### config.mk
export PLATFORM = sky130hd
export DESIGN_NAME = multi_cycle_ctrl
export DESIGN_NICKNAME = d
export VERILOG_FILES = /design/src/rtl/ctrl_pkg.sv /design/src/rtl/ctrl_out_decode.sv /design/src/rtl/multi_cycle_ctrl.sv
export SDC_FILE = /design/constraint.sdc
export NUM_CORES = 1
export LEC_CHECK = 0
export ABC_AREA = 1
export CAP_MARGIN = 5
export CORE_MARGIN = 4
export CORE_UTILIZATION = 47
export CTS_BUF_LIST = sky130_fd_sc_hd__clkbuf_8
export DETAILED_ROUTE_END_ITERATION = 8
export PLACE_DENSITY_LB_ADDON = 0.3
export RECOVER_POWER = 25
export SETUP_SLACK_MARGIN = 0.2
export SLEW_MARGIN = 20
export SYNTH_ARGS = -nofsm -noshare
export SYNTH_HDL_FRONTEND = slang
export SYNTH_HIERARCHICAL = 1
export SYNTH_SLANG_ARGS = --single-unit
### constraint.sdc
create_clock -name clk_i -period 1.55 [get_ports clk_i]
set_clock_uncertainty 0.1 [all_clocks]
set_input_delay 0.31 -clock clk_i [delete_from_list [all_inputs] [get_ports clk_i]]
set_output_delay 0.31 -clock clk_i [all_outputs]
set_load 0.01 [all_outputs]
### src/rtl/ctrl_pkg.sv
// Shared types and constants for the multi-cycle CPU main control FSM.
package ctrl_pkg;

    localparam int unsigned OPC_W   = 6;
    localparam int unsigned STATE_W = 4;

    typedef enum logic [STATE_W-1:0] {
        FETCH    = 4'd0,
        DECODE   = 4'd1,
        EXEC_R   = 4'd2,
        WB_R     = 4'd3,
        EXEC_I   = 4'd4,
        EXEC_LUI = 4'd5,
        WB_I     = 4'd6,
        MEM_ADDR = 4'd7,
        MEM_RD   = 4'd8,
        MEM_WB   = 4'd9,
        MEM_WR   = 4'd10,
        BRANCH   = 4'd11,
        JUMP     = 4'd12
    } state_t;

    localparam logic [OPC_W-1:0] OP_R    = 6'b000000;
    localparam logic [OPC_W-1:0] OP_ADDI = 6'b001000;
    localparam logic [OPC_W-1:0] OP_LUI  = 6'b001111;
    localparam logic [OPC_W-1:0] OP_LW   = 6'b100011;
    localparam logic [OPC_W-1:0] OP_SW   = 6'b101011;
    localparam logic [OPC_W-1:0] OP_BEQ  = 6'b000100;
    localparam logic [OPC_W-1:0] OP_BNE  = 6'b000101;
    localparam logic [OPC_W-1:0] OP_J    = 6'b000010;

    localparam logic [1:0] ALUOP_ADD   = 2'b00;
    localparam logic [1:0] ALUOP_SUB   = 2'b01;
    localparam logic [1:0] ALUOP_FUNCT = 2'b10;
    localparam logic [1:0] ALUOP_FU    = 2'b11;

    localparam logic [1:0] SRCB_B       = 2'b00;
    localparam logic [1:0] SRCB_FOUR    = 2'b01;
    localparam logic [1:0] SRCB_IMM     = 2'b10;
    localparam logic [1:0] SRCB_IMM_SH2 = 2'b11;

    localparam logic [1:0] PCSRC_ALU    = 2'b00;
    localparam logic [1:0] PCSRC_ALUOUT = 2'b01;
    localparam logic [1:0] PCSRC_JUMP   = 2'b10;

    typedef struct packed {
        logic [1:0] alu_op;
        logic       alu_src_a;
        logic [1:0] alu_src_b;
        logic       iord;
        logic       mem_read;
        logic       mem_write;
        logic       ir_write;
        logic       reg_dst;
        logic       mem_to_reg;
        logic       reg_write;
        logic [1:0] pc_source;
        logic       pc_write;
        logic       illegal;
    } ctrl_t;

    function automatic logic is_known_op(input logic [OPC_W-1:0] op);
        return op inside {OP_R, OP_ADDI, OP_LUI, OP_LW, OP_SW, OP_BEQ, OP_BNE, OP_J};
    endfunction

endpackage

### src/rtl/ctrl_out_decode.sv
// Combinational state-to-control table for the multi-cycle main FSM.
module ctrl_out_decode
    import ctrl_pkg::*;
(
    input  state_t           state,
    input  logic [OPC_W-1:0] opcode,
    input  logic             mem_ready,
    input  logic             zero,
    input  logic             is_bne,
    output ctrl_t            ctrl
);

    // Per-state control values; anything not set stays 0.
    always_comb begin
        ctrl = '0;
        case (state)
            FETCH: begin
                ctrl.mem_read  = 1'b1;
                ctrl.alu_src_b = SRCB_FOUR;
                ctrl.alu_op    = ALUOP_ADD;
                ctrl.pc_source = PCSRC_ALU;
                // PC+4 and IR commit only on the cycle the fetch completes.
                ctrl.ir_write  = mem_ready;
                ctrl.pc_write  = mem_ready;
            end
            DECODE: begin
                ctrl.alu_src_b = SRCB_IMM_SH2;
                ctrl.alu_op    = ALUOP_ADD;
                ctrl.illegal   = !is_known_op(opcode);
            end
            EXEC_R: begin
                ctrl.alu_src_a = 1'b1;
                ctrl.alu_src_b = SRCB_B;
                ctrl.alu_op    = ALUOP_FUNCT;
            end
            WB_R: begin
                ctrl.reg_dst   = 1'b1;
                ctrl.reg_write = 1'b1;
            end
            EXEC_I, MEM_ADDR: begin
                ctrl.alu_src_a = 1'b1;
                ctrl.alu_src_b = SRCB_IMM;
                ctrl.alu_op    = ALUOP_ADD;
            end
            EXEC_LUI: begin
                ctrl.alu_src_b = SRCB_IMM;
                ctrl.alu_op    = ALUOP_FU;
            end
            WB_I: begin
                ctrl.reg_write = 1'b1;
            end
            MEM_RD: begin
                ctrl.iord     = 1'b1;
                ctrl.mem_read = 1'b1;
            end
            MEM_WB: begin
                ctrl.mem_to_reg = 1'b1;
                ctrl.reg_write  = 1'b1;
            end
            MEM_WR: begin
                ctrl.iord      = 1'b1;
                ctrl.mem_write = 1'b1;
            end
            BRANCH: begin
                ctrl.alu_src_a = 1'b1;
                ctrl.alu_src_b = SRCB_B;
                ctrl.alu_op    = ALUOP_SUB;
                ctrl.pc_source = PCSRC_ALUOUT;
                ctrl.pc_write  = is_bne ? ~zero : zero;
            end
            JUMP: begin
                ctrl.pc_source = PCSRC_JUMP;
                ctrl.pc_write  = 1'b1;
            end
            default: ctrl = '0;
        endcase
    end

endmodule

### src/rtl/multi_cycle_ctrl.sv
// Main control FSM for the multi-cycle CPU: state register, sequencing and
// the opcode flags captured in DECODE.
module multi_cycle_ctrl
    import ctrl_pkg::*;
#(
    parameter int unsigned OP_W = 6,
    parameter int unsigned ST_W = 4
) (
    input  logic            clk_i,
    input  logic            rst_n,
    input  logic [OP_W-1:0] opcode_i,
    input  logic            mem_ready_i,
    input  logic            zero_i,
    output logic [1:0]      ALUOp_o,
    output logic            ALUSrcA_o,
    output logic [1:0]      ALUSrcB_o,
    output logic            IorD_o,
    output logic            MemRead_o,
    output logic            MemWrite_o,
    output logic            IRWrite_o,
    output logic            RegDst_o,
    output logic            MemtoReg_o,
    output logic            RegWrite_o,
    output logic [1:0]      PCSource_o,
    output logic            PCWrite_o,
    output logic            illegal_o,
    output logic [ST_W-1:0] state_o
);

    state_t           state;
    state_t           state_next;
    logic             run;
    logic             is_bne;
    logic             is_sw;
    logic [OPC_W-1:0] op;
    ctrl_t            ctrl;
    ctrl_t            ctrl_out;

    assign op = OPC_W'(opcode_i);

    // Next-state sequencing; unused encodings fall back to FETCH.
    always_comb begin
        state_next = FETCH;
        case (state)
            FETCH:    state_next = mem_ready_i ? DECODE : FETCH;
            DECODE: begin
                case (op)
                    OP_R:           state_next = EXEC_R;
                    OP_ADDI:        state_next = EXEC_I;
                    OP_LUI:         state_next = EXEC_LUI;
                    OP_LW, OP_SW:   state_next = MEM_ADDR;
                    OP_BEQ, OP_BNE: state_next = BRANCH;
                    OP_J:           state_next = JUMP;
                    default:        state_next = FETCH;
                endcase
            end
            EXEC_R:   state_next = WB_R;
            WB_R:     state_next = FETCH;
            EXEC_I:   state_next = WB_I;
            EXEC_LUI: state_next = WB_I;
            WB_I:     state_next = FETCH;
            MEM_ADDR: state_next = is_sw ? MEM_WR : MEM_RD;
            MEM_RD:   state_next = mem_ready_i ? MEM_WB : MEM_RD;
            MEM_WB:   state_next = FETCH;
            MEM_WR:   state_next = mem_ready_i ? FETCH : MEM_WR;
            BRANCH:   state_next = FETCH;
            JUMP:     state_next = FETCH;
            default:  state_next = FETCH;
        endcase
    end

    // State register; the first edge after reset only arms the outputs in FETCH.
    always_ff @(posedge clk_i or negedge rst_n) begin
        if (!rst_n) begin
            state  <= FETCH;
            run    <= 1'b0;
            is_bne <= 1'b0;
            is_sw  <= 1'b0;
        end else if (!run) begin
            run <= 1'b1;
        end else begin
            state <= state_next;
            if (state == DECODE) begin
                is_bne <= (op == OP_BNE);
                is_sw  <= (op == OP_SW);
            end
        end
    end

    ctrl_out_decode u_decode (
        .state     (state),
        .opcode    (op),
        .mem_ready (mem_ready_i),
        .zero      (zero_i),
        .is_bne    (is_bne),
        .ctrl      (ctrl)
    );

    // Hold every output low until the FSM has been armed after reset.
    always_comb begin
        ctrl_out = run ? ctrl : '0;
    end

    assign ALUOp_o    = ctrl_out.alu_op;
    assign ALUSrcA_o  = ctrl_out.alu_src_a;
    assign ALUSrcB_o  = ctrl_out.alu_src_b;
    assign IorD_o     = ctrl_out.iord;
    assign MemRead_o  = ctrl_out.mem_read;
    assign MemWrite_o = ctrl_out.mem_write;
    assign IRWrite_o  = ctrl_out.ir_write;
    assign RegDst_o   = ctrl_out.reg_dst;
    assign MemtoReg_o = ctrl_out.mem_to_reg;
    assign RegWrite_o = ctrl_out.reg_write;
    assign PCSource_o = ctrl_out.pc_source;
    assign PCWrite_o  = ctrl_out.pc_write;
    assign illegal_o  = ctrl_out.illegal;
    assign state_o    = ST_W'(state);

endmodule

==> results of run 1 <==
logic make-up after synthesis:
family,share of synthesized area (%)
simple gates,55.1
xor+xnor,0.962
flops,19.2
buf+inv,19.5
other cells,0.412
compound gates,4.81
cells in the mapped netlist:
master | n | area share [%]
buf_2 | 1 | 0.55
dfrtp_1 | 7 | 19
nand3_1 | 18 | 9.9
nor2_1 | 18 | 7.4
nor2_4 | 2 | 2.5
nand2_2 | 2 | 1.4
conb_1 | 1 | 0.41
xor2_1 | 1 | 0.96
buf_4 | 1 | 0.82
nand4_1 | 2 | 1.4
inv_1 | 41 | 17
o21ai_0 | 3 | 1.6
nor2_2 | 4 | 2.7
inv_2 | 3 | 1.2
o21ai_2 | 1 | 0.96
o21ai_1 | 3 | 1.6
nand4_2 | 1 | 1.4
nand2_1 | 57 | 23
nand3_2 | 3 | 3.3
nor3_1 | 3 | 1.6
a21oi_1 | 1 | 0.55
through the flow:
step / setup slack, ns / utilization (%) / cells / instance area, um^2 / hold WS, ns
after global placement: -0.633 / 77.5 / 243 / 1380 / 0.441
after detailed placement: -0.668 / 77.5 / 243 / 1380 / 0.451
after floorplan: 0.165 / - / 173 / 926 / -0.0856
after CTS: -0.174 / 91.4 / 258 / 1630 / 0.259
what timing repair did:
| item | in CTS |
|---|---|
| endpoints found under the setup margin | 26 |
| hold buffers | 0 |
| gates resized for setup | 148 |
| endpoints found under the hold margin | 0 |
| setup buffers | 11 |
| pin swaps | 22 |
==> impl_metrics.ini, run 1 <==
[synth]
synth_area_um2 = 911
synth-seq-cells = 7
ys_types = 21
synth_seq_area_share_pct = 19.2
synth-warning-count = 6
syn-instance-count = 173
syn_avg_cell_area_um2 = 5.27
synth.net_count = 183

[grt]
grt_max_degree = 18

[clock_tree]
cts_sinks = 7
cts_buffer_depth = 2
cts_made_buffers = 3
cts_root_buffer = clkbuf_8
htree_num_levels = 1

[timing]
worst_endpoint = PCSource_o[1]
worst-ep-kind = top-level output

[floorplan]
ios = 30
fp.dieH_um = 52.0
start_util_pct = 51.1
fp.dieW_um = 52.0
rows = 15

[run_status]
stop_stage = global routing
error = [ERROR DPL-0038] Utilization greater than 100%, impossible to legalize
status = stopped before the end

[placed_design]
port_buffers = 29
dp_hpwl_um = 2070
place.gp.congestion = 0.827
==> run 2: changes to the inputs <==
- CORE_AREA: unset -> 4 4 65 67
- CORE_MARGIN: 4 -> unset
- CORE_UTILIZATION: 47 -> unset
- CTS_BUF_LIST: sky130_fd_sc_hd__clkbuf_8 -> unset
- DIE_AREA: unset -> 0 0 69 71
- PLACE_DENSITY_LB_ADDON: 0.3 -> 0.15
- SETUP_SLACK_MARGIN: 0.2 -> unset
==> run 2 against run 1 <==
The flow now finishes, with violations (setup timing). Area after synthesis stayed put. Synthesized cell count unchanged.
==> impl_metrics.ini, run 2 <==
[setup_path]
cp_max_fo = 4
critical_path.slowest_cell = dfrtp_2
crit_required_ns = 1.14
rr_endpoint = state_o[3]
critPathLaunchType = flip-flop
path_delay_family = buffers and inverters
worstSetupPathType = flip-flop to primary output
rrSetupSlack_ns = 0.02
cp_common_cell = nand2_1
crit_path_max_incr_delay_ns = 0.40
critPathCaptureType = primary output
path_buf_inv = 4
ff2ff_path_depth = 8
worstPathCellList = buf_6 > buf_6 > nor2_4 > nand2_1 > nand2_1 > nand2_1 > inv_1 > buf_2
crit_arrival_ns = 1.37
r2r-start = state_o[2]

[floorplan]
start_util_pct = 25.1
rows = 22
die-area_um2 = 4900
ios = 30
coreArea_um2 = 3630
fp.dieH_um = 71
fp.dieW_um = 69

[clock_tree]
cts_root_buffer = clkbuf_8
cts_tree = done
cts_made_buffers = 3
path_clk_slew_ns = 0.04
htree_num_levels = 1
clock_latency_ns = 0.23
cts_sinks = 7
cts_buffer_depth = 2

[synth]
synth-edff-count = 0
synthArstFlopShare_pct = 100
synth_seq_area_share_pct = 19.2
synth_area_leaders = nand2_1 23%, dfrtp_1 19%, inv_1 17%, nand3_1 9.9%, nor2_1 7.4%
ys_top_cells_by_count = 57 x nand2_1, 41 x inv_1, 18 x nand3_1, 18 x nor2_1, 7 x dfrtp_1
synthFlopType = dfrtp_1
synth_area_um2 = 911
synth.most_common_cell = nand2_1
synth_area_leader_cell = nand2_1
synth.net_count = 183
syn_avg_cell_area_um2 = 5.27
syn-instance-count = 173
ys_types = 21
yosysTopAreaCellShare_pct = 23.5
synth-seq-cells = 7
synth-warning-count = 6

[route]
vias = 1197
drtPass1Iterations = 4
viasPerCell = 4.26
drc = 0
wl_per_cell_um = 10.0
drt-total-wl_um = 2820
drt_iter0_drc = 33
ant_nets = 0

[finish]
postLayoutCellArea_um2 = 1670
fin_cells = 281
layout.nets = 244
num-fill-cells = 402
drive_above_1_share_pct = 42.9
layout_common_cells = 50 x nand2_1, 35 x inv_1, 16 x buf_6
area_growth_pct = 83.1
largest_register_ffs = 4
antenna_cells = 0
layout_commonest_cell = nand2_1

[power]
power_leakage_nw = 1.07
worst_ir_drop_vdd_mv = 0.581
totalPowerFinal_mw = 2.10
power_density_nw_per_um2 = 1260

[grt]
grt_util_all_layers_pct = 11.8
grt_pass1_wl_um = 4890
grt_pass1_vias = 1139
antenna_found_initial = 0
grt_max_degree = 17
grt_overflow = 0

[timing]
finalHoldViolCount = 0
whs_ns = 0.320
setup_violations = 16
final.setup.tns_ns = -2.63
final-max-slew-violation-count = 0
fmax_mhz = 563
fin_crit_sh_pct = 115
rsz0062_at_grt = yes
finalCriticalPeriod_ns = 1.78
setup_ws_ns = -0.226

[run_status]
status = finished with violations
violations = setup timing

[placed_design]
port_buffers = 29
dp_cells = 264
dp_hpwl_um = 1970
place_area_um2 = 1380
place.gp.congestion = 0.842

[flow_run]
maxCapViolations = 0

[hold_path]
hold_class = input pin to asynchronous set/reset pin
## run 2: cell counts after synthesis
No cell type changed its count.
## run 2: layout make-up
type | count | area [um^2] | share of cell area (%)
clock buffer | 3 | 41.3 | 2.48
clock inverter | 1 | 5.00 | 0.300
inverter | 44 | 168 | 10.1
multi-input combinational | 120 | 714 | 42.8
sequential | 7 | 179 | 10.7
tap | 48 | 60.1 | 3.60
timing repair buffer | 58 | 500 | 30.0
## run 2: repair_timing
item / CTS / global route
buffers inserted: 12 / 1
hold buffers: 0 / 0
setup endpoints to repair: 20 / 23
pin swaps: 26 / 27
resized for setup: 114 / 32
## run 2: layer usage
metal / wire length [um] / vias to the layer above / track usage (%)
met4: 57 / 0 / 5.42
met3: 188 / 6 / 2.70
li1: - / 634 / -
met2: 1330 / 37 / 20.1
met1: 1240 / 520 / 14.0
met5: 0 / - / 0
## run 2: per-stage QoR
stage	worst slack, ns	utilization [%]
after floorplan	0.0721	-
after global placement	-0.670	38.0
after detailed placement	-0.665	38.0
after CTS	-0.203	43.0
after global routing	-0.338	45.9
final	-0.226	45.9
## run 2: logic make-up (layout without fill, tap and decap cells)
| kind of cell | count (synthesis) | count (layout) | share of synthesized area [%] |
|---|---|---|---|
| AO/OA/AOI/OAI | 8 | 8 | 4.81 |
| buffers and inverters | 46 | 106 | 19.5 |
| AND/OR/NAND/NOR | 110 | 110 | 55.1 |
| other | 1 | 1 | 0.412 |
| XOR/XNOR | 1 | 1 | 0.962 |
| flip-flops | 7 | 7 | 19.2 |
## run 2: where the power goes
group / total (mW) / internal (mW) / leakage (nW) / switching [mW]
logic: 1.55 / 0.740 / 0.954 / 0.814
clock network: 0.261 / 0.175 / 0.0255 / 0.0861
registers: 0.282 / 0.231 / 0.0886 / 0.0509
## run 2: worst register-to-register path, cell delays in order, from the launching register on
cell,delay (ns)
dfrtp_1,0.41
buf_6,0.13
buf_6,0.12
buf_6,0.13
nor2_4,0.13
nand3_4,0.14
a21oi_2,0.15
o21ai_1,0.07
o21ai_1,0.07
## run 2: worst max-delay path by stage
stage | startpoint | end | slack (ns) | depth (start not counted)
detailed placement | opcode_i[2] | illegal_o | -0.67 | 10
global placement | opcode_i[5] | illegal_o | -0.67 | 10
CTS | state_o[3] | ALUSrcA_o | -0.20 | 8
finish | state_o[3] | ALUOp_o[1] | -0.23 | 8
floorplan | state_o[2] | ALUSrcA_o | 0.07 | 6
global route | state_o[3] | ALUSrcA_o | -0.34 | 8
Power figures use the tool's default switching activity.
==> run 3: changes to the inputs <==
--- a/config.mk
+++ b/config.mk
@@ -7,5 +7,4 @@
 export LEC_CHECK = 0
 export ABC_AREA = 1
-export CAP_MARGIN = 5
 export CORE_AREA = 4 4 65 67
 export DETAILED_ROUTE_END_ITERATION = 8
==> constraint.sdc (replaced) <==
create_clock -name clk_i -period 1.7 [get_ports clk_i]
set_clock_uncertainty 0.1 [all_clocks]
set_input_delay 0.425 -clock clk_i [delete_from_list [all_inputs] [get_ports clk_i]]
set_output_delay 0.425 -clock clk_i [all_outputs]
set_load 0.01 [all_outputs]
==> run 3 against run 2 <==
The flow still finishes with violations (setup timing). Register-to-register slack improved by 0.11 ns. Non-clock buffer count rose by 3. Sequential cell count did not move. Design area fell by 2.5%. Clock power fell by 9.6%. Via count rose by 2.4%. Total power fell by 12%. Final cell count rose by 1.1%. First-iteration DRC count fell by 39%. Highest routed layer unchanged.
==> impl_metrics.ini, run 3 (synthesis results as in run 2) <==
[clock_tree]
holdBufCountCts = 0
cts_root_buffer = clkbuf_8
cts_sinks = 7
htree_num_levels = 1
path_clk_slew_ns = 0.04
clock_latency_ns = 0.23
cts_made_buffers = 3
cts_tree = done
cts_buffer_depth = 2

[floorplan]
rows = 22
start_util_pct = 25.1
coreArea_um2 = 3630
fp.dieW_um = 69
fp.dieH_um = 71
die-area_um2 = 4900
ios = 30

[finish]
area_growth_pct = 78.6
antenna_cells = 0
drive_above_1_share_pct = 41.1
layout_common_cells = 51 x nand2_1, 37 x inv_1, 18 x buf_4
layout.nets = 247
layout_commonest_cell = nand2_1
postLayoutCellArea_um2 = 1630
largest_register_ffs = 4

[route]
drt_iter0_drc = 20
drt-total-wl_um = 2770
ant_nets = 0
viasPerCell = 4.32
drtPass1Iterations = 3
vias = 1226
drc = 0
wl_per_cell_um = 9.76

[run_status]
violations = setup timing
status = finished with violations

[setup_path]
crit_required_ns = 1.17
ff2ff_path_depth = 8
rr_endpoint = state_o[3]
cp_max_fo = 5
worstSetupPathType = flip-flop to primary output
critPathCaptureType = primary output
r2r-start = state_o[2]
crit_arrival_ns = 1.38
rrSetupSlack_ns = 0.13
critPathLaunchType = flip-flop

[timing]
rsz0062_at_grt = yes
setup_ws_ns = -0.207
fin_crit_sh_pct = 112
setup_violations = 16
final-max-slew-violation-count = 0
finalHoldViolCount = 0
finalCriticalPeriod_ns = 1.91
fmax_mhz = 525

[grt]
grt_max_degree = 17
grt_pass1_wl_um = 4820
grt_overflow = 0
antenna_found_initial = 0
grt_pass1_vias = 1172
grt_util_all_layers_pct = 11.6

[power]
worst_ir_drop_vdd_mv = 0.467
totalPowerFinal_mw = 1.84
power_density_nw_per_um2 = 1130
power_leakage_nw = 1.05

[flow_run]
maxCapViolations = 0

[placed_design]
dp_hpwl_um = 1980
port_buffers = 29
place_area_um2 = 1380
place.gp.congestion = 0.841

[hold_path]
hold_class = input pin to asynchronous set/reset pin
[run 3: layer usage]
metal,track usage (%),vias to the layer above,wire length [um]
met5,0,-,0
met4,6.29,0,109
met3,2.70,12,144
met2,19.3,29,1280
met1,13.7,543,1240
li1,-,642,-
[run 3: worst max-delay path by stage]
stage | slack [ns] | to | startpoint
finish | -0.21 | ALUOp_o[0] | state_o[1]
detailed placement | -0.75 | illegal_o | opcode_i[3]
global placement | -0.75 | illegal_o | opcode_i[5]
global route | -0.30 | PCWrite_o | state_o[2]
floorplan | 0.11 | ALUSrcA_o | state_o[2]
CTS | -0.16 | PCWrite_o | state_o[0]
[run 3: power breakdown]
group          leakage, nW  internal (mW)  total [mW]  switching (mW)
Sequential          0.0886          0.211       0.277          0.0657
Combinational        0.940          0.650        1.32           0.675
Clock               0.0255          0.159       0.236          0.0766
[run 3: final cells by class]
class | count | area, um^2
repair buffers | 61 | 512
multi-input cells | 120 | 662
well taps | 48 | 60.1
fillers | 411 | 2010
clock inverters | 1 | 5.00
inverters | 44 | 168
flip-flops and latches | 7 | 179
clock buffers | 3 | 41.3
[run 3: metrics by stage]
stage	TNS [ns]	util, %	setup WS, ns	hold slack (ns)	cells
after floorplan	0	-	0.107	0.0294	173
after global placement	-5.74	38.0	-0.750	0.442	264
after detailed placement	-5.69	38.0	-0.748	0.447	264
after CTS	-1.72	42.3	-0.161	0.369	278
after global routing	-3.85	44.8	-0.296	0.460	284
final	-2.55	44.8	-0.207	0.435	284
[run 3: timing repair]
item / in CTS / in global routing
gates resized for setup: 114 / 22
gates cloned: 0 / 0
endpoints found under the setup margin: 20 / 18
hold endpoints to repair: 0 / 0
setup buffers: 10 / 6
pin swaps: 17 / 13
[run 3: critical path: stages, from the launching register on]
cell and delay (ns):
dfrtp_2 0.43, buf_4 0.15, nor2_4 0.15, buf_6 0.12, nand2_4 0.04, nand2_1 0.06
nand2_1 0.05, inv_1 0.04, buf_2 0.11
==> run 4: changes to the inputs <==
- PLACE_DENSITY: unset -> 0.46
- PLACE_DENSITY_LB_ADDON: 0.15 -> unset
==> run 4 against run 3 <==
The run still ends with setup timing left. Critical endpoint is now PCWrite_o. First-iteration DRC count rose by 110%. Sequential share of layout area barely moved. Wire length is 0.54% higher. Utilization hardly changed. Count of clock-buffer cells in the layout increased by 1. Hold slack improved by 0.0099 ns. Non-clock buffer count unchanged. Maximum frequency grew 2.2%. Final cell count stayed put. Critical path depth fell by 1. Design area about the same. Clock power shrank 3%.
==> impl_metrics.ini, run 4 (synthesis results as in run 2) <==
[run_status]
status = finished with violations
violations = setup timing

[floorplan]
start_util_pct = 25.1
fp.dieW_um = 69
ios = 30
coreArea_um2 = 3630
rows = 22
die-area_um2 = 4900
fp.dieH_um = 71

[timing]
finalCriticalPeriod_ns = 1.87
setup_violations = 14
fmax_mhz = 536
rsz0062_at_grt = yes
whs_ns = 0.445
finalHoldViolCount = 0
final-max-slew-violation-count = 0
fin_crit_sh_pct = 110
setup_ws_ns = -0.166

[clock_tree]
cts_tree = done
clock_latency_ns = 0.22
cts_root_buffer = clkbuf_8
path_clk_slew_ns = 0.04
cts_made_buffers = 3
cts_sinks = 7
holdBufCountCts = 0
cts_buffer_depth = 2
htree_num_levels = 1

[grt]
grt_pass1_wl_um = 4790
top_usage_layer = met2
grt_pass1_vias = 1201
grt_max_degree = 15
grt_overflow = 0
use_met1_pct = 12.8
met3_usage_pct = 2.13
grt_util_met2_pct = 21.3
antenna_found_initial = 0
grt_util_all_layers_pct = 11.2

[finish]
final_core_util_pct = 44.7
layout_commonest_cell = nand2_1
num-fill-cells = 402
largest_register_ffs = 4
layout_common_cells = 52 x nand2_1, 35 x inv_1, 20 x buf_4
regArea_um2 = 179
multi_input_area_um2 = 666
fin_cells = 284
area_growth_pct = 78.4
antenna_cells = 0
drive_above_1_share_pct = 41.5
layout.nets = 247

[setup_path]
critPathLaunch = state_o[1]
rrSetupSlack_ns = 0.13
crit_required_ns = 1.17
crit_arrival_ns = 1.34
r2r-start = state_o[1]
worstSetupPathType = flip-flop to primary output
cp_max_fo = 5
critPathLaunchType = flip-flop
cp-endpoint = PCWrite_o
critPathCaptureType = primary output
rr_endpoint = state_o[1]
ff2ff_path_depth = 10

[route]
vias = 1196
drtPass1Iterations = 4
ant_nets = 0
drt_iter0_drc = 43
drc = 0
drt-total-wl_um = 2790
viasPerCell = 4.21
wl_per_cell_um = 9.82

[placed_design]
port_buffers = 29
dp_hpwl_um = 2100
dp_cells = 264
pre_cts_ws_ns = -0.747
place.gp.congestion = 0.870

[power]
totalPowerFinal_mw = 1.80
power_leakage_nw = 1.04
worst_ir_drop_vdd_mv = 0.591
power_density_nw_per_um2 = 1100

[flow_run]
maxCapViolations = 0

[hold_path]
hold_class = input pin to asynchronous set/reset pin
## run 4: cell count changes in the layout (fill, tap and decap cells not counted), sizes merged
cell,delta
dlygate4sd2,-2
clkdlybuf4s15,+4
clkinv,-1
clkdlybuf4s50,-1
clkbuf,-1
buf,+1
## run 4: worst min-delay path by stage
| stage | depth (start not counted) | from | slack [ns] | to |
|---|---|---|---|---|
| finish | 1 | rst_n | 0.45 | is_sw |
| global route | 1 | rst_n | 0.47 | is_sw |
| CTS | 1 | rst_n | 0.39 | is_sw |
| detailed placement | 2 | is_sw | 0.44 | is_sw |
| global placement | 2 | is_sw | 0.44 | is_sw |
| floorplan | 0 | rst_n | 0.03 | is_bne |
## run 4: power by group
part | leakage (nW) | internal, mW | total (mW) | switching [mW]
logic | 0.928 | 0.625 | 1.30 | 0.670
clock network | 0.0228 | 0.162 | 0.229 | 0.0671
registers | 0.0886 | 0.211 | 0.272 | 0.0605
## run 4: area by class of cell
cell class              count  area share (%)
clock buffers               4            2.77
multi-input cells         120            41.0
flip-flops and latches      7            11.0
well taps                  48            3.70
inverters                  44            10.5
repair buffers             61            31.1
## run 4: timing repair
item | CTS | global route
pin swaps | 15 | 22
resized for setup | 111 | 30
endpoints found under the hold margin | 0 | 0
endpoints found under the setup margin | 20 | 18
cloned | 0 | 0
buffers inserted | 13 | 3
## run 4: worst max-delay path: stages (launching register included)
cell and delay (ns):
dfrtp_2 0.45, buf_4 0.16, nor2_4 0.12, nand3_2 0.10
nand3_1 0.08, nand2_1 0.05, inv_1 0.04, buf_2 0.11
## run 4: stage by stage
step / instance area, um^2 / TNS, ns
3_3_place_gp: 1380 / -5.45
3_5_place_dp: 1380 / -5.57
4_1_cts: 1550 / -1.66
2_1_floorplan: 911 / 0
6_report: 1630 / -1.62
5_1_grt: 1630 / -2.80
## run 4: layer usage
layer	routed length, um	vias to the layer above	share of wire, %
li1	-	636	-
met1	1270	529	46
met2	1390	29	50
met3	124	2	4.4
met4	6	0	0.22
met5	0	-	0
==> edit 1, RTL diff (flow settings as in run 2) <==
Set the parameter `OP_W` to 3 (it was 6).
--- a/src/rtl/multi_cycle_ctrl.sv
+++ b/src/rtl/multi_cycle_ctrl.sv
@@ -3,7 +3,7 @@
 module multi_cycle_ctrl
     import ctrl_pkg::*;
 #(
-    parameter int unsigned OP_W = 6,
+    parameter int unsigned OP_W = 3,
     parameter int unsigned ST_W = 4
 ) (
     input  logic            clk_i,
Ports: changed (resized opcode_i); port bits go from 30 to 27. The function was not compared with the original's and may differ.
==> edit 1 against run 2 <==
- cell area is 13% lower
- routed wire length is 9.5% lower
- non-clock buffer count is 6 lower
- the run still ends with negative setup slack left
- critical endpoint is now PCWrite_o
- worst setup slack improved by 0.033 ns
- critical path depth fell by 1
- via count fell by 15%
- hold slack lost 0.015 ns
- clock power shrank 9.2%
- utilization is 6.0 points lower
- synthesized area is 16% lower
- critical path type unchanged
- sequential cell count is 1 lower
- cell count decreased by 8.2%
- power increased by 18%
==> edit 1: results (changes against run 2) <==
- Antenna violations before repair: 0 (unchanged)
- The reported leakage power came to 0.000938 uW (-12%).
- Failing checks: negative setup slack
* Resize count post-CTS: 117 (+2.6%)
- The count of multi-input combinational gates is 107 (-11%).
* Reg2Reg Depth: 8 (unchanged)
- The count of antenna diodes in the layout is 0 (unchanged).
- Ys Warns: 6 (unchanged)
- Pin count of the biggest net entering global routing: 15 (-2)
- Number of buffers inserted during clock tree synthesis: 3 (unchanged)
- Nets: 219 (-10%)
- The per-cell routed wire length was 9.90 um (-1.4%).
* Final TNS setup: -2.29 ns (+0.342 ns)
- The commonest cells after synthesis are sky130_fd_sc_hd__nand2_1 (58), sky130_fd_sc_hd__inv_1 (39), sky130_fd_sc_hd__nor2_1 (16), sky130_fd_sc_hd__nand3_1 (13), sky130_fd_sc_hd__dfrtp_1 (6).
* Max VDD drop: 0.000842 V (+45%)
- Async set-reset flop share out of synthesis: 100% (unchanged)
* XOR/XNOR Fraction of Synth Area: 1.15% (+0.18 points)
- The portion of the layout cell area used by non-clock buffers is 30.1% (+0.044 points).
- Quantity of I/O buffers inserted on ports: 26 (-10%)
- DRT iter0 DRCs: 16 (-52%)
- Layout cell share with drive strength beyond 1: 41.0% (-2.0 points)
* Insertion delay to the later sink of the worst-skew pair: approximately 0.22 ns
- Number of inverters outside the clock class in the layout: 42 (-4.5%)
- The global placer's final weighted congestion is 0.851 (+1.1%).
* Area occupied by multi-input gates: 598 sq um (-16%)
- The most critical setup path has its endpoint at PCWrite_o.
- Register bit count reported by yosys: 6 (-1)
* Worst setup path start: state_o[2]
* Largest cells by area after synthesis: sky130_fd_sc_hd__nand2_1 (28%), sky130_fd_sc_hd__dfrtp_1 (20%), sky130_fd_sc_hd__inv_1 (19%)
- Unique masters post-synth: 18 (-14%)
- Post CTS Setup Buffer Count: 13 (+1)
* Crit-path slowest cell: sky130_fd_sc_hd__dfrtp_1
- Final count of negative-setup-slack endpoints: 16 (unchanged)
- Vias in the first global route: 969 (-15%)
- The flow ran to the end, but the final reports show violations.
* Post-synthesis compound-gate area fraction: 3.93% (-0.88 points)
* Maximum net fanout on the critical path: 4 (unchanged)
- Via Count: 1014 (-15%)
- Worst-case register-to-register setup slack: 0.08 ns (+0.06 ns)
- The pre-CTS setup slack came to -0.639 ns (+0.0264 ns).
- The wire length of the first global-routing pass was 4220 um (-14%).
- The total track usage was 10.2% (-1.6 points).
* DP Wirelength: 1770 um (-10%)
- Register area: 154 sq um (-14%)
* Filler Cells Inserted: 421 (+4.7%)
- The count of non-CTS buffers in the layout came to 52 (-10%).
- Among all flip-flop cells after synthesis, the most frequent one is sky130_fd_sc_hd__dfrtp_1.
- Fin worst setup slack: -0.194 ns (+0.0326 ns)
- The area fraction of clock buffers and clock inverters came to 2.85% (+0.074 points).
* CP Data Arrival Time: 1.33 ns (-0.04 ns)
- The detailed-routing iteration count for the pre-antenna-repair pass came to 4 (unchanged).
- The depth of the CTS H-tree was 1 (unchanged).
* Capturing point of the worst reg2reg path: state_o[0]
- The sequential share of the synthesized area came to 19.6% (+0.41 points).
-- edit 1: cell types whose count changed in the layout (fill, tap and decap cells not counted), moves of 3 or more --
cell                            change
sky130_fd_sc_hd__buf_6              -3
sky130_fd_sc_hd__conb_1             +4
sky130_fd_sc_hd__dlygate4sd2_1      -3
sky130_fd_sc_hd__nand3_1            -5
sky130_fd_sc_hd__nand3_2            -3
sky130_fd_sc_hd__nor2_1             -5
-- edit 1: cell families (layout without fill, tap and decap cells) --
| kind of cell | count (synthesis) | after routing |
|---|---|---|
| flops | 6 | 6 |
| compound gates | 6 | 6 |
| other cells | 2 | 5 |
| buf+inv | 44 | 97 |
| xor+xnor | 1 | 1 |
| simple gates | 95 | 95 |
-- edit 1: power by group --
| part | switching (uW) | internal (uW) | leakage [uW] |
|---|---|---|---|
| clock | 69.6 | 167 | 0.0000216 |
| sequential | 68.8 | 223 | 0.0000738 |
| combinational | 1050 | 890 | 0.000843 |
| total | 1190 | 1280 | 0.000938 |
-- edit 1: per-layer routing --
metal  routed length (um)  vias up  GRT usage, %
li1                     -      552             -
met1                 1070      438          11.2
met2                 1320       21          19.0
met3                  137        3          2.41
met4                   29        0          3.90
met5                    0        -             0
-- edit 1: through the flow --
step	utilization (%)	power, uW	area, sq um	std cells	hold slack (ns)
after CTS	38.1	2300	1390	258	0.232
final	39.9	2470	1450	258	0.305
after global placement	33.0	1610	1200	243	0.423
after floorplan	-	1010	776	157	-0.0856
after global routing	39.9	2690	1450	258	0.324
after detailed placement	33.0	1610	1200	243	0.424
-- edit 1: critical path: cells and delay by family (launching register included) --
family / cells / cell delay [ns]
DFF: 1 / 0.40
buffers and inverters: 3 / 0.31
and+or+nand+nor: 4 / 0.39
==> edit 2, RTL diff (settings of run 2) <==
Made on the original files. Make the reset (`rst_n`) synchronous in one clocked block.
--- a/src/rtl/multi_cycle_ctrl.sv
+++ b/src/rtl/multi_cycle_ctrl.sv
@@ -70,7 +70,7 @@
     end
 
     // State register; the first edge after reset only arms the outputs in FETCH.
-    always_ff @(posedge clk_i or negedge rst_n) begin
+    always_ff @(posedge clk_i) begin
         if (!rst_n) begin
             state  <= FETCH;
             run    <= 1'b0;
Check against the original RTL: differs if rst_n is asserted again (counterexample within 4 cycles, from zero or initial values and one cycle with rst_n low); with rst_n held inactive, the same outputs for 10 cycles.
==> edit 2 against run 2 <==
- the flow still finishes with violations (negative setup slack)
- die area stayed put
- cell area is 5.3% lower
- synthesized area is 2.3% lower
- routed wire length is 5.1% lower
- synthesized cell count is 3.5% higher
- sequential cell count stayed put
- count of clock-buffer cells in the layout is 1 higher
- worst setup slack better by 0.058 ns
- cell count is 0.36% higher
- critical endpoint is now PCWrite_o
- highest routed layer is now met3
Power is left out: it rests on default switching activity, and per cell area and clock period it moved more than threefold.
==> edit 2: results (changes against run 2) <==
* Status: complete, but fails checks
- The checks that failed: negative setup slack.
- Class of the most critical hold timing path: flop to flop
- Nets: 245 (+0.41%)
- The final hold slack was 0.400 ns (+0.0800 ns).
- The delay of the slowest critical-path stage is 0.48 ns (+0.08 ns).
- Capturing point of the worst reg2reg path: state_o[3]
- Fin worst setup slack: -0.169 ns (+0.0578 ns)
- The per-cell routed wire length was 9.49 um (-5.5%).
* Crit-path slowest cell: sky130_fd_sc_hd__clkdlybuf4s50_1
* Synthesized Nets: 189 (+3.3%)
- The share of synthesized registers carrying an async set or reset came to 0% (-100 points).
- Worst setup path endpoint: PCWrite_o
- Among all flip-flop cells after synthesis, the most frequent one is sky130_fd_sc_hd__dfxtp_1.
- The global placer's final weighted congestion came to 0.865 (+2.8%).
- DP Wirelength: 1950 um (-1.4%)
- Total track usage: 11.4% (-0.34 points)
- In this run the critical register-to-register path is launched from state_o[1].
- Layout cell share with drive strength beyond 1: 40.6% (-2.3 points)
* CTS root buffer: sky130_fd_sc_hd__clkbuf_8
* Filler Cells Inserted: 420 (+4.5%)
- Worst setup path start: zero_i
* Number of detailed-route iterations in the first pass: 4 (unchanged)
* DRT iter0 DRCs: 38 (+15%)
- Register area share after synthesis: 15.8% (-3.5 points)
- Unique masters post-synth: 20 (-4.8%)
- Largest cells by area after synthesis: sky130_fd_sc_hd__nand2_1 (24%), sky130_fd_sc_hd__inv_1 (18%), sky130_fd_sc_hd__dfxtp_1 (16%)
* Final count of negative-setup-slack endpoints: 17 (+1)
* Vias in the first global route: 1184 (+4.0%)
- Global-route wire length before repair: 4840 um (-1.1%)
- Most common library cells after synthesis: sky130_fd_sc_hd__nand2_1 (57), sky130_fd_sc_hd__inv_1 (42), sky130_fd_sc_hd__nor2_1 (21), sky130_fd_sc_hd__nand3_1 (18), sky130_fd_sc_hd__dfxtp_1 (7)
- Placed instance area: 1340 sq um (-2.8%)
- Family with the most delay on the worst path: buffers and inverters
- The average vias per placed instance came to 4.20 (-1.5%).
* Pin count of the biggest net entering global routing: 18 (+1)
- The reg-to-reg setup timing slack was -0.08 ns (-0.10 ns).
[edit 2: metrics by stage]
stage	setup WS, ns	instances	TNS, ns
3_3_place_gp	-0.685	268	-5.98
2_1_floorplan	0.0499	179	0
3_5_place_dp	-0.681	268	-5.84
6_report	-0.169	282	-0.974
5_1_grt	-0.211	282	-2.86
4_1_cts	-0.146	274	-1.06
[edit 2: cells by family (layout without fill, tap and decap cells)]
| kind of cell | after synthesis | count (layout) | share of synthesized area, % |
|---|---|---|---|
| compound gates | 11 | 11 | 6.89 |
| xor+xnor | 1 | 1 | 0.985 |
| buf+inv | 49 | 104 | 21.5 |
| flops | 7 | 7 | 15.8 |
| simple gates | 111 | 111 | 54.9 |
[edit 2: tightest hold or removal path: cells and delay by family, from the launching register on]
kind / cells / cell delay, ns
and+or+nand+nor: 1 / 0.07
AOI/OAI and AO/OA: 1 / 0.06
DFF: 1 / 0.33
[edit 2: area by class of cell]
type / instances / area (sq um) / area share (%)
clock buffer: 4 / 45.0 / 2.85
inverter: 47 / 179 / 11.3
multi-input combinational: 123 / 683 / 43.2
sequential: 7 / 155 / 9.82
tap: 48 / 60.1 / 3.80
timing repair buffer: 53 / 458 / 29.0
[edit 2: layer usage]
| metal | global-route usage, % | vias to the layer above | share of wire [%] |
|---|---|---|---|
| met4 | 1.52 | 0 | 0 |
| met5 | 0 | - | 0 |
| met1 | 14.1 | 511 | 46 |
| li1 | - | 642 | - |
| met2 | 20.7 | 30 | 49 |
| met3 | 2.70 | 0 | 4.5 |
[edit 2: timing repair]
item / in CTS / in global routing
pin swaps: 6 / 15
setup endpoints to repair: 21 / 19
gates cloned: 0 / 0
setup buffers: 2 / 9
gates resized for setup: 91 / 52
